$ cat src/rtl/fetch_ctrl_pkg.sv
// Shared CPU definitions: reset/base constants and the IF/ID payload struct.
package cpu_defs;

  localparam logic [31:0]  RESET_PC_DEF = 32'h0000_3000;
  localparam logic [31:0]  IM_BASE_DEF  = 32'h0000_3000;
  localparam int unsigned  IM_WORDS_DEF = 1024;
  localparam logic [31:0]  NOP_INSTR    = 32'h0000_0000;

  typedef struct packed {
    logic [31:0] instr;
    logic [31:0] pc;
    logic [31:0] pc8;
    logic        valid;
    logic        exc;
  } if_id_t;

endpackage

$ cat src/rtl/fetch_ctrl_if.sv
// Fetch-stage bus: hazard/branch requests, instruction memory port and IF/ID view.
interface fetch_ctrl_if;

  logic        stall;
  logic        flush;
  logic        redirect_valid;
  logic [31:0] redirect_pc;
  logic [31:0] im_addr;
  logic [31:0] im_rdata;
  logic [31:0] pc;
  logic [31:0] if_id_instr;
  logic [31:0] if_id_pc;
  logic [31:0] if_id_pc8;
  logic        if_id_valid;
  logic        if_id_exc;
  logic [31:0] fetch_count;

  // Environment side: hazard unit, branch logic and instruction memory.
  modport master (
    output stall, flush, redirect_valid, redirect_pc, im_rdata,
    input  im_addr, pc, if_id_instr, if_id_pc, if_id_pc8, if_id_valid,
           if_id_exc, fetch_count
  );

  // Fetch controller side.
  modport slave (
    input  stall, flush, redirect_valid, redirect_pc, im_rdata,
    output im_addr, pc, if_id_instr, if_id_pc, if_id_pc8, if_id_valid,
           if_id_exc, fetch_count
  );

endinterface

$ cat src/rtl/fetch_ctrl_if_id_reg.sv
// IF/ID pipeline register; flush outranks stall, and flush keeps pc/pc8.
module if_id_reg
  import cpu_defs::*;
(
  input  logic   clk,
  input  logic   reset,
  input  logic   i_flush,
  input  logic   i_stall,
  input  if_id_t i_d,
  output if_id_t o_q
);

  if_id_t r_q;

  // Register update with reset > flush > stall > load priority.
  always_ff @(posedge clk) begin
    if (reset) begin
      r_q <= '0;
    end else if (i_flush) begin
      r_q.instr <= NOP_INSTR;
      r_q.valid <= 1'b0;
      r_q.exc   <= 1'b0;
    end else if (!i_stall) begin
      r_q <= i_d;
    end
  end

  assign o_q = r_q;

endmodule

$ cat src/rtl/fetch_ctrl.sv
// Fetch controller: PC, pending-redirect latch, fault detect and fetch counter.
module fetch_ctrl
  import cpu_defs::*;
#(
  parameter logic [31:0] RESET_PC = RESET_PC_DEF,
  parameter logic [31:0] IM_BASE  = IM_BASE_DEF,
  parameter int unsigned IM_WORDS = IM_WORDS_DEF
) (
  input  logic         clk,
  input  logic         reset,
  fetch_ctrl_if.slave  bus
);

  // One past the last mapped byte; 33 bits so the bound cannot wrap.
  localparam logic [32:0] IM_END = 33'(IM_BASE) + (33'(IM_WORDS) << 2);

  logic [31:0] r_pc;
  logic        r_pend;
  logic [31:0] r_pend_pc;
  logic [31:0] r_fetch_count;

  logic [31:0] w_pc_nxt;
  logic        w_pend_nxt;
  logic [31:0] w_pend_pc_nxt;
  logic        w_bad;
  logic        w_load;
  logic [31:0] w_fetch_word;
  if_id_t      w_if_id_d;
  if_id_t      w_if_id_q;

  // Misaligned or out-of-window fetch address raises AdEL.
  always_comb begin
    w_bad        = (r_pc[1:0] != 2'b00) || (r_pc < IM_BASE) || (33'(r_pc) >= IM_END);
    w_fetch_word = w_bad ? NOP_INSTR : bus.im_rdata;
    w_load       = !bus.flush && !bus.stall;
  end

  // PC next-state; a redirect seen during stall is parked in the pending latch.
  always_comb begin
    w_pc_nxt      = r_pc + 32'd4;
    w_pend_nxt    = r_pend;
    w_pend_pc_nxt = r_pend_pc;
    if (bus.stall && bus.redirect_valid) begin
      w_pc_nxt      = r_pc;
      w_pend_nxt    = 1'b1;
      w_pend_pc_nxt = bus.redirect_pc;
    end else if (bus.stall) begin
      w_pc_nxt      = r_pc;
    end else if (bus.redirect_valid) begin
      w_pc_nxt      = bus.redirect_pc;
      w_pend_nxt    = 1'b0;
    end else if (r_pend) begin
      w_pc_nxt      = r_pend_pc;
      w_pend_nxt    = 1'b0;
    end
  end

  // PC, pending latch and fetch counter state.
  always_ff @(posedge clk) begin
    if (reset) begin
      r_pc          <= RESET_PC;
      r_pend        <= 1'b0;
      r_pend_pc     <= 32'd0;
      r_fetch_count <= 32'd0;
    end else begin
      r_pc      <= w_pc_nxt;
      r_pend    <= w_pend_nxt;
      r_pend_pc <= w_pend_pc_nxt;
      if (w_load) begin
        r_fetch_count <= r_fetch_count + 32'd1;
      end
    end
  end

  // IF/ID payload built from the word currently being fetched.
  always_comb begin
    w_if_id_d.instr = w_fetch_word;
    w_if_id_d.pc    = r_pc;
    w_if_id_d.pc8   = r_pc + 32'd8;
    w_if_id_d.valid = 1'b1;
    w_if_id_d.exc   = w_bad;
  end

  if_id_reg u_if_id_reg (
    .clk     (clk),
    .reset   (reset),
    .i_flush (bus.flush),
    .i_stall (bus.stall),
    .i_d     (w_if_id_d),
    .o_q     (w_if_id_q)
  );

  assign bus.im_addr     = r_pc - IM_BASE;
  assign bus.pc          = r_pc;
  assign bus.if_id_instr = w_if_id_q.instr;
  assign bus.if_id_pc    = w_if_id_q.pc;
  assign bus.if_id_pc8   = w_if_id_q.pc8;
  assign bus.if_id_valid = w_if_id_q.valid;
  assign bus.if_id_exc   = w_if_id_q.exc;
  assign bus.fetch_count = r_fetch_count;

endmodule

$ cat src/flat_wrapper.sv
// flat-port wrapper written by rule: the top's interface ports become plain ports
module fetch_ctrl_flat import cpu_defs::*;
#(
  parameter logic [31:0] RESET_PC = RESET_PC_DEF,
  parameter logic [31:0] IM_BASE  = IM_BASE_DEF,
  parameter int unsigned IM_WORDS = IM_WORDS_DEF
)
  (clk, reset, bus_stall, bus_flush, bus_redirect_valid, bus_redirect_pc, bus_im_rdata, bus_im_addr, bus_pc, bus_if_id_instr, bus_if_id_pc, bus_if_id_pc8, bus_if_id_valid, bus_if_id_exc, bus_fetch_count);
  fetch_ctrl_if bus_i ();
  input  logic clk;
  input  logic reset;
  input wire logic [$bits(bus_i.stall)-1:0] bus_stall;
  input wire logic [$bits(bus_i.flush)-1:0] bus_flush;
  input wire logic [$bits(bus_i.redirect_valid)-1:0] bus_redirect_valid;
  input wire logic [$bits(bus_i.redirect_pc)-1:0] bus_redirect_pc;
  input wire logic [$bits(bus_i.im_rdata)-1:0] bus_im_rdata;
  output wire logic [$bits(bus_i.im_addr)-1:0] bus_im_addr;
  output wire logic [$bits(bus_i.pc)-1:0] bus_pc;
  output wire logic [$bits(bus_i.if_id_instr)-1:0] bus_if_id_instr;
  output wire logic [$bits(bus_i.if_id_pc)-1:0] bus_if_id_pc;
  output wire logic [$bits(bus_i.if_id_pc8)-1:0] bus_if_id_pc8;
  output wire logic [$bits(bus_i.if_id_valid)-1:0] bus_if_id_valid;
  output wire logic [$bits(bus_i.if_id_exc)-1:0] bus_if_id_exc;
  output wire logic [$bits(bus_i.fetch_count)-1:0] bus_fetch_count;
  assign bus_i.stall = bus_stall;
  assign bus_i.flush = bus_flush;
  assign bus_i.redirect_valid = bus_redirect_valid;
  assign bus_i.redirect_pc = bus_redirect_pc;
  assign bus_i.im_rdata = bus_im_rdata;
  assign bus_im_addr = bus_i.im_addr;
  assign bus_pc = bus_i.pc;
  assign bus_if_id_instr = bus_i.if_id_instr;
  assign bus_if_id_pc = bus_i.if_id_pc;
  assign bus_if_id_pc8 = bus_i.if_id_pc8;
  assign bus_if_id_valid = bus_i.if_id_valid;
  assign bus_if_id_exc = bus_i.if_id_exc;
  assign bus_fetch_count = bus_i.fetch_count;
  fetch_ctrl #(.RESET_PC(RESET_PC), .IM_BASE(IM_BASE), .IM_WORDS(IM_WORDS)) u_core (.clk(clk), .reset(reset), .bus(bus_i));
endmodule
$ cat config.mk
export PLATFORM = sky130hd
export DESIGN_NAME = fetch_ctrl_flat
export DESIGN_NICKNAME = d
export VERILOG_FILES = /design/src/rtl/fetch_ctrl_pkg.sv /design/src/rtl/fetch_ctrl_if.sv /design/src/rtl/fetch_ctrl_if_id_reg.sv /design/src/rtl/fetch_ctrl.sv /design/src/flat_wrapper.sv
export SDC_FILE = /design/constraint.sdc
export NUM_CORES = 1
export LEC_CHECK = 0
export ABC_AREA = 1
export BUFFER_PORTS_ARGS = -buffer_cell sky130_fd_sc_hd__buf_2
export CELL_PAD_IN_SITES_DETAIL_PLACEMENT = 1
export CELL_PAD_IN_SITES_GLOBAL_PLACEMENT = 2
export CORE_MARGIN = 2
export CORE_UTILIZATION = 29
export CTS_CLUSTER_SIZE = 12
export DETAILED_ROUTE_END_ITERATION = 8
export GPL_ROUTABILITY_DRIVEN = 0
export PLACE_DENSITY = 0.85
export SYNTH_ARGS = -nofsm -noshare
export SYNTH_HDL_FRONTEND = slang
export SYNTH_HIERARCHICAL = 1
export SYNTH_SLANG_ARGS = --single-unit
$ cat constraint.sdc
create_clock -name clk -period 1.85 [get_ports clk]
set_input_delay 0 -clock clk [delete_from_list [all_inputs] [get_ports clk]]
set_output_delay 0 -clock clk [all_outputs]
set_load 0.1 [all_outputs]
# After elaboration in Yosys (flattened, before gate mapping)
# Index checks and enable logic that the tools add are counted.
# W data, S select, Z words.
dict set report op_classes {
  addsub 4
  n_lt_le_gt_ge 2
  eq_ne 1
  n_mux 5
  bitwise_logic 3
  reduce_logical 10
}
# cell count
set ops {}
lappend ops {{$mux W32} 3}
lappend ops {{$add A32 B1 Y32 const B} 1}
lappend ops {{$add A32 B3 Y32 const B} 1}
lappend ops {{$add A32 B4 Y32 const B} 1}
lappend ops {{$ge A32 B15 Y1 const B} 1}
lappend ops {{$lt A32 B14 Y1 const B} 1}
lappend ops {{$sub A32 B14 Y32 const B} 1}
lappend ops {{$reduce_and A2 Y1} 2}
lappend ops {{$not A1 Y1} 3}
lappend ops {{$logic_and A1 B1 Y1} 2}
lappend ops {{$logic_not A1 Y1} 2}
lappend ops {{$logic_or A1 B1 Y1} 2}
lappend ops {{$mux W1} 2}
lappend ops {{$ne A2 B1 Y1 const B} 1}
lappend ops {{$reduce_bool A2 Y1} 1}
lappend ops {{$reduce_or A2 Y1} 1}
dict set report word_totals {
  ff_bits 195
  wordCells 34
}

# Logic depth before layout (Yosys ltp)
dict set report logic_depth {
  ltp_word 4
  depth_mapped 13
  depth_no_buf 13
}

# Modules after synthesis
# The synthesis kept the hierarchy.
# mod instances cells_each area_each_um2
set by_module_without_submodules {}
lappend by_module_without_submodules {fetch_ctrl 1 1074 6869.1}
lappend by_module_without_submodules {if_id_reg 1 555 3843.7}

# Worst setup path after synthesis
# No wires, ideal clock.
dict set report synth_timing {
  path_type {register to output}
  start {register u_core.r_pc[12] (netlist: u_core/bus.pc[12])}
  end {output bus_im_addr[17]}
  arrival_ns 2.875
  required_time_ns 1.850
  path_slack_ns -1.025
  stages_incl_launch_ff 5
  n_path_buf 1
  path_cell_list {dfxtp_1 > buf_4 > a21oi_2 > nand2_1 > o21ai_0}
}
dict set report synth_between {
  elab_chain_cells 1
}
# item line
set synth_lines {}
lappend synth_lines {{start: declaration} fetch_ctrl.sv:17} ;# logic [31:0] r_pc;
lappend synth_lines {{start signal: assignment} fetch_ctrl.sv:66} ;# r_pc <= w_pc_nxt;
lappend synth_lines {{$sub A32 B14 Y32} fetch_ctrl.sv:93} ;# assign bus.im_addr = r_pc - IM_BASE;
lappend synth_lines {{end: declaration} flat_wrapper.sv:17} ;# output wire logic [$bits(bus_i.im_addr)-1:0] bus_im_addr;
# No other way between the ends.

# Worst setup path in the final report
dict set report layout_timing {
  start {register u_core.r_pc[13] (netlist: u_core/bus.pc[13])}
  end {output bus_im_addr[22]}
}
# Same word-level chain as after synthesis.

==> flow_summary.ini <==
[run_status]
status = finished with violations
failed_checks = setup timing

[floorplanning]
io_pins = 263
die_w_um = 196.2
core_area_mm2 = 0.03652
die_h_um = 196.2
rows = 70
initial_utilization_pct = 29.33
die_area_mm2 = 0.03849

[place]
placed_area_mm2 = 0.01309
dp_cells = 2336
dp_worst_setup_slack_ps = -27.12
place_hpwl_um = 30120
io_buffers = 262

[global_route]
grt_pass1_wl_um = 64680
grt_overflow = 0
grt_pass1_vias = 11600
grt_util_all_layers_pct = 21.35
antenna_found_initial = 5
grt_max_degree = 65

[timing]
hold_ws_ps = 366.6
clock_skew_ps = 13.89
fmax_ghz = 0.4756
finalHoldViolCount = 0
rsz0062_at_grt = true
slew-limit-headroom_pct = 50.35
slew_violations = 0
fin_crit_ps = 2103
worst_pin_slew_ps = 744.8
finalCritPeriodShare_pct = 113.7
fin_ws_ps = -252.7
setup_viol = 13

[synthesis]
synth_cells = 1629
syn_area_mm2 = 0.01071
ys_ff_latch = 195
syn-mean-instance-area_um2 = 6.576
synth_fp_nets = 1704
yosys.area.top_type = dfxtp_1
synth.top_cell.area_share_pct = 36.44
netlist-cell-type-count = 46
synthTopCellsByArea = dfxtp_1 (36%), nand2_1 (15%), nor2_1 (11%), inv_1 (6.1%), xor2_1 (4.2%)
ys.warnings.count = 6
synth_ff_type = dfxtp_1
synth_edf_count = 0
async_flop_share_pct = 0
ys_seq_area_share_pct = 36.44

[layout]
syn2layout_area_growth_pct = 42.61
design_area_mm2 = 0.01528
drive_above_1_share_pct = 32.01
final_cells = 2482
final_nets = 2074
nFillCells = 4609

[routing]
ant_nets = 0
drcViolationCount = 0
wl_per_cell_um = 16.87
drtPass1Iterations = 5
drtIter0Drc = 542
routed_wl_um = 41870
viasPerCell = 4.637
num_vias = 11510

[critical_path]
end_kind = output pin
max_stage_delay_ps = 370
cp_top_family = buffers and inverters
worstReg2RegStart = u_core/bus.pc[13]
crit_arrival_ps = 2100
start_kind = register
crit_fanout = 3
crit_chain = ha_4 -> inv_4 -> buf_6 -> nand3_4 -> nor4_4 -> buf_4 -> xor2_4 -> buf_12
required_ps = 1850
regToRegSetupSlack_ps = 40
rr_endpoint = u_core/bus.pc[26]
path_class = register to output pin
crit_slowest_cell = dfxtp_4
ff2ff_path_depth = 11
path_buf_inv = 4

[cts]
cts_tree = done
cts_buffers = 17
clk_latency_ps = 460
cts.sinks = 195
root_buffer = clkbuf_16
htreeDepth = 4
clockBufferDepth = 2
cts.clk_slew.worst_paths_ps = 80

[power_and_ir_drop]
powerDensity_mw_per_mm2 = 815.7
peakVddDrop_uv = 674.3
total_power_mw = 12.46
p_leak_nw = 7.003

[worst_hold_path]
whs_path_depth = 4
hold_path_class = input port to register
holdPathEnd = u_core/r_pend_pc[2]
min_from = bus_redirect_pc[2]

[run]
cap_violations = 0
[state kept, by name, indices dropped and copies added (netlist names)]
signal	cells
u_core/bus.fetch_count	32
u_core/r_pend	1
u_core/bus.pc	32
u_core/u_if_id_reg/o_q	98
u_core/r_pend_pc	32
[where the power goes]
group	leakage [nW]	switching (mW)	internal, mW
Combinational	5.11	2.95	1.16
Sequential	1.62	0.155	4.39
Clock	0.279	1.84	1.96
[synthesized netlist by cell type (3+ instances only)]
master,count
xor2_1,51
buf_1,6
o21ai_1,4
o22ai_1,8
ha_1,6
nand2_2,12
nor3_1,10
buf_4,50
a21oi_1,82
inv_1,174
o211ai_1,4
dfxtp_1,195
o221a_2,3
nor3_2,4
xnor2_1,5
buf_2,24
clkbuf_1,20
o21ai_0,63
nor2_1,314
nor2_4,10
buf_6,19
o221ai_1,9
inv_2,10
nor2_2,34
nand2_4,3
nand2_1,421
nand4_1,10
nand3_1,55
[logic make-up (layout without fill, tap and decap cells)]
kind of cell	count (synthesis)	count (layout)	synth area share, %
DFF	195	195	36.44
AOI/OAI and AO/OA	180	180	9.250
other	1	3	0.03500
and+or+nand+nor	885	885	34.90
buffers and inverters	306	689	14.10
xor gates and xnor gates	56	56	4.578
adders and majority gates	6	6	0.7008
[worst max-delay path by stage]
| stage | startpoint | cells after the start | endpoint |
|---|---|---|---|
| floorplan | u_core/bus.pc[12] | 3 | bus_im_addr[15] |
| global placement | u_core/bus.pc[20] | 10 | u_core/u_if_id_reg/o_q[31] |
| detailed placement | u_core/bus.pc[20] | 10 | u_core/u_if_id_reg/o_q[31] |
| CTS | u_core/bus.pc[18] | 10 | bus_im_addr[27] |
| global route | u_core/bus.pc[12] | 8 | bus_im_addr[22] |
| finish | u_core/bus.pc[13] | 8 | bus_im_addr[22] |
[cells in the final DEF, fill, tap and decap left out, types with 12 or more instances in the layout]
cell type      instances
buf_6                 14
a21oi_1               80
buf_12                24
nand2_2               22
nor2_4                23
clkbuf_16             17
nand3_1               48
dfxtp_1              148
xor2_1                32
inv_1                168
o21ai_0               61
dfxtp_2               34
nand2_1              404
nor2_2                44
buf_4                119
dlygate4sd3_1         68
nor2_1               291
xor2_4                12
dfxtp_4               13
buf_2                243
[stage by stage]
step / setup TNS (ps) / utilization [%]
2_1_floorplan: -971.5 / -
3_3_place_gp: -16.58 / 35.83
3_5_place_dp: -69.30 / 35.83
4_1_cts: -1932 / 40.72
5_1_grt: -3038 / 41.82
6_report: -1804 / 41.83
[per-layer routing]
metal	share of wire, %	GRT usage, %	up-vias	routed length (um)
met3	4.3	4.057	64	1818
met1	44	26.82	5486	18330
met5	0.084	0	-	35
met4	3.0	6.987	6	1268
li1	-	-	5680	-
met2	49	36.76	274	20420
[worst reg2reg max path, cell delays in order (launching register included)]
cell and delay (ps):
dfxtp_4 380, ha_4 150, inv_4 50, buf_4 140, nor2_4 160, inv_2 90
nor3_4 230, nand2_1 90, nand2_1 70, nand3_1 100, nand2_1 80, nand2_1 120
[timing repair]
item	in CTS	in global routing
pin swaps	21	32
setup buffers	29	17
hold endpoints to repair	94	0
hold buffers	68	0
endpoints found under the setup margin	22	68
gates cloned	0	0
gates resized for setup	71	76
[final cells by class]
type	count	area, um^2	share of cell area [%]
inverters	187	721.9	4.726
repair buffers	470	3451	22.59
diodes	2	5.005	0.03276
clock buffers	20	456.7	2.989
flip-flops and latches	195	3995	26.15
well taps	468	585.6	3.833
multi-input cells	1128	5941	38.89
clock inverters	12	121.4	0.7944
(Power assumes the default switching activity.)
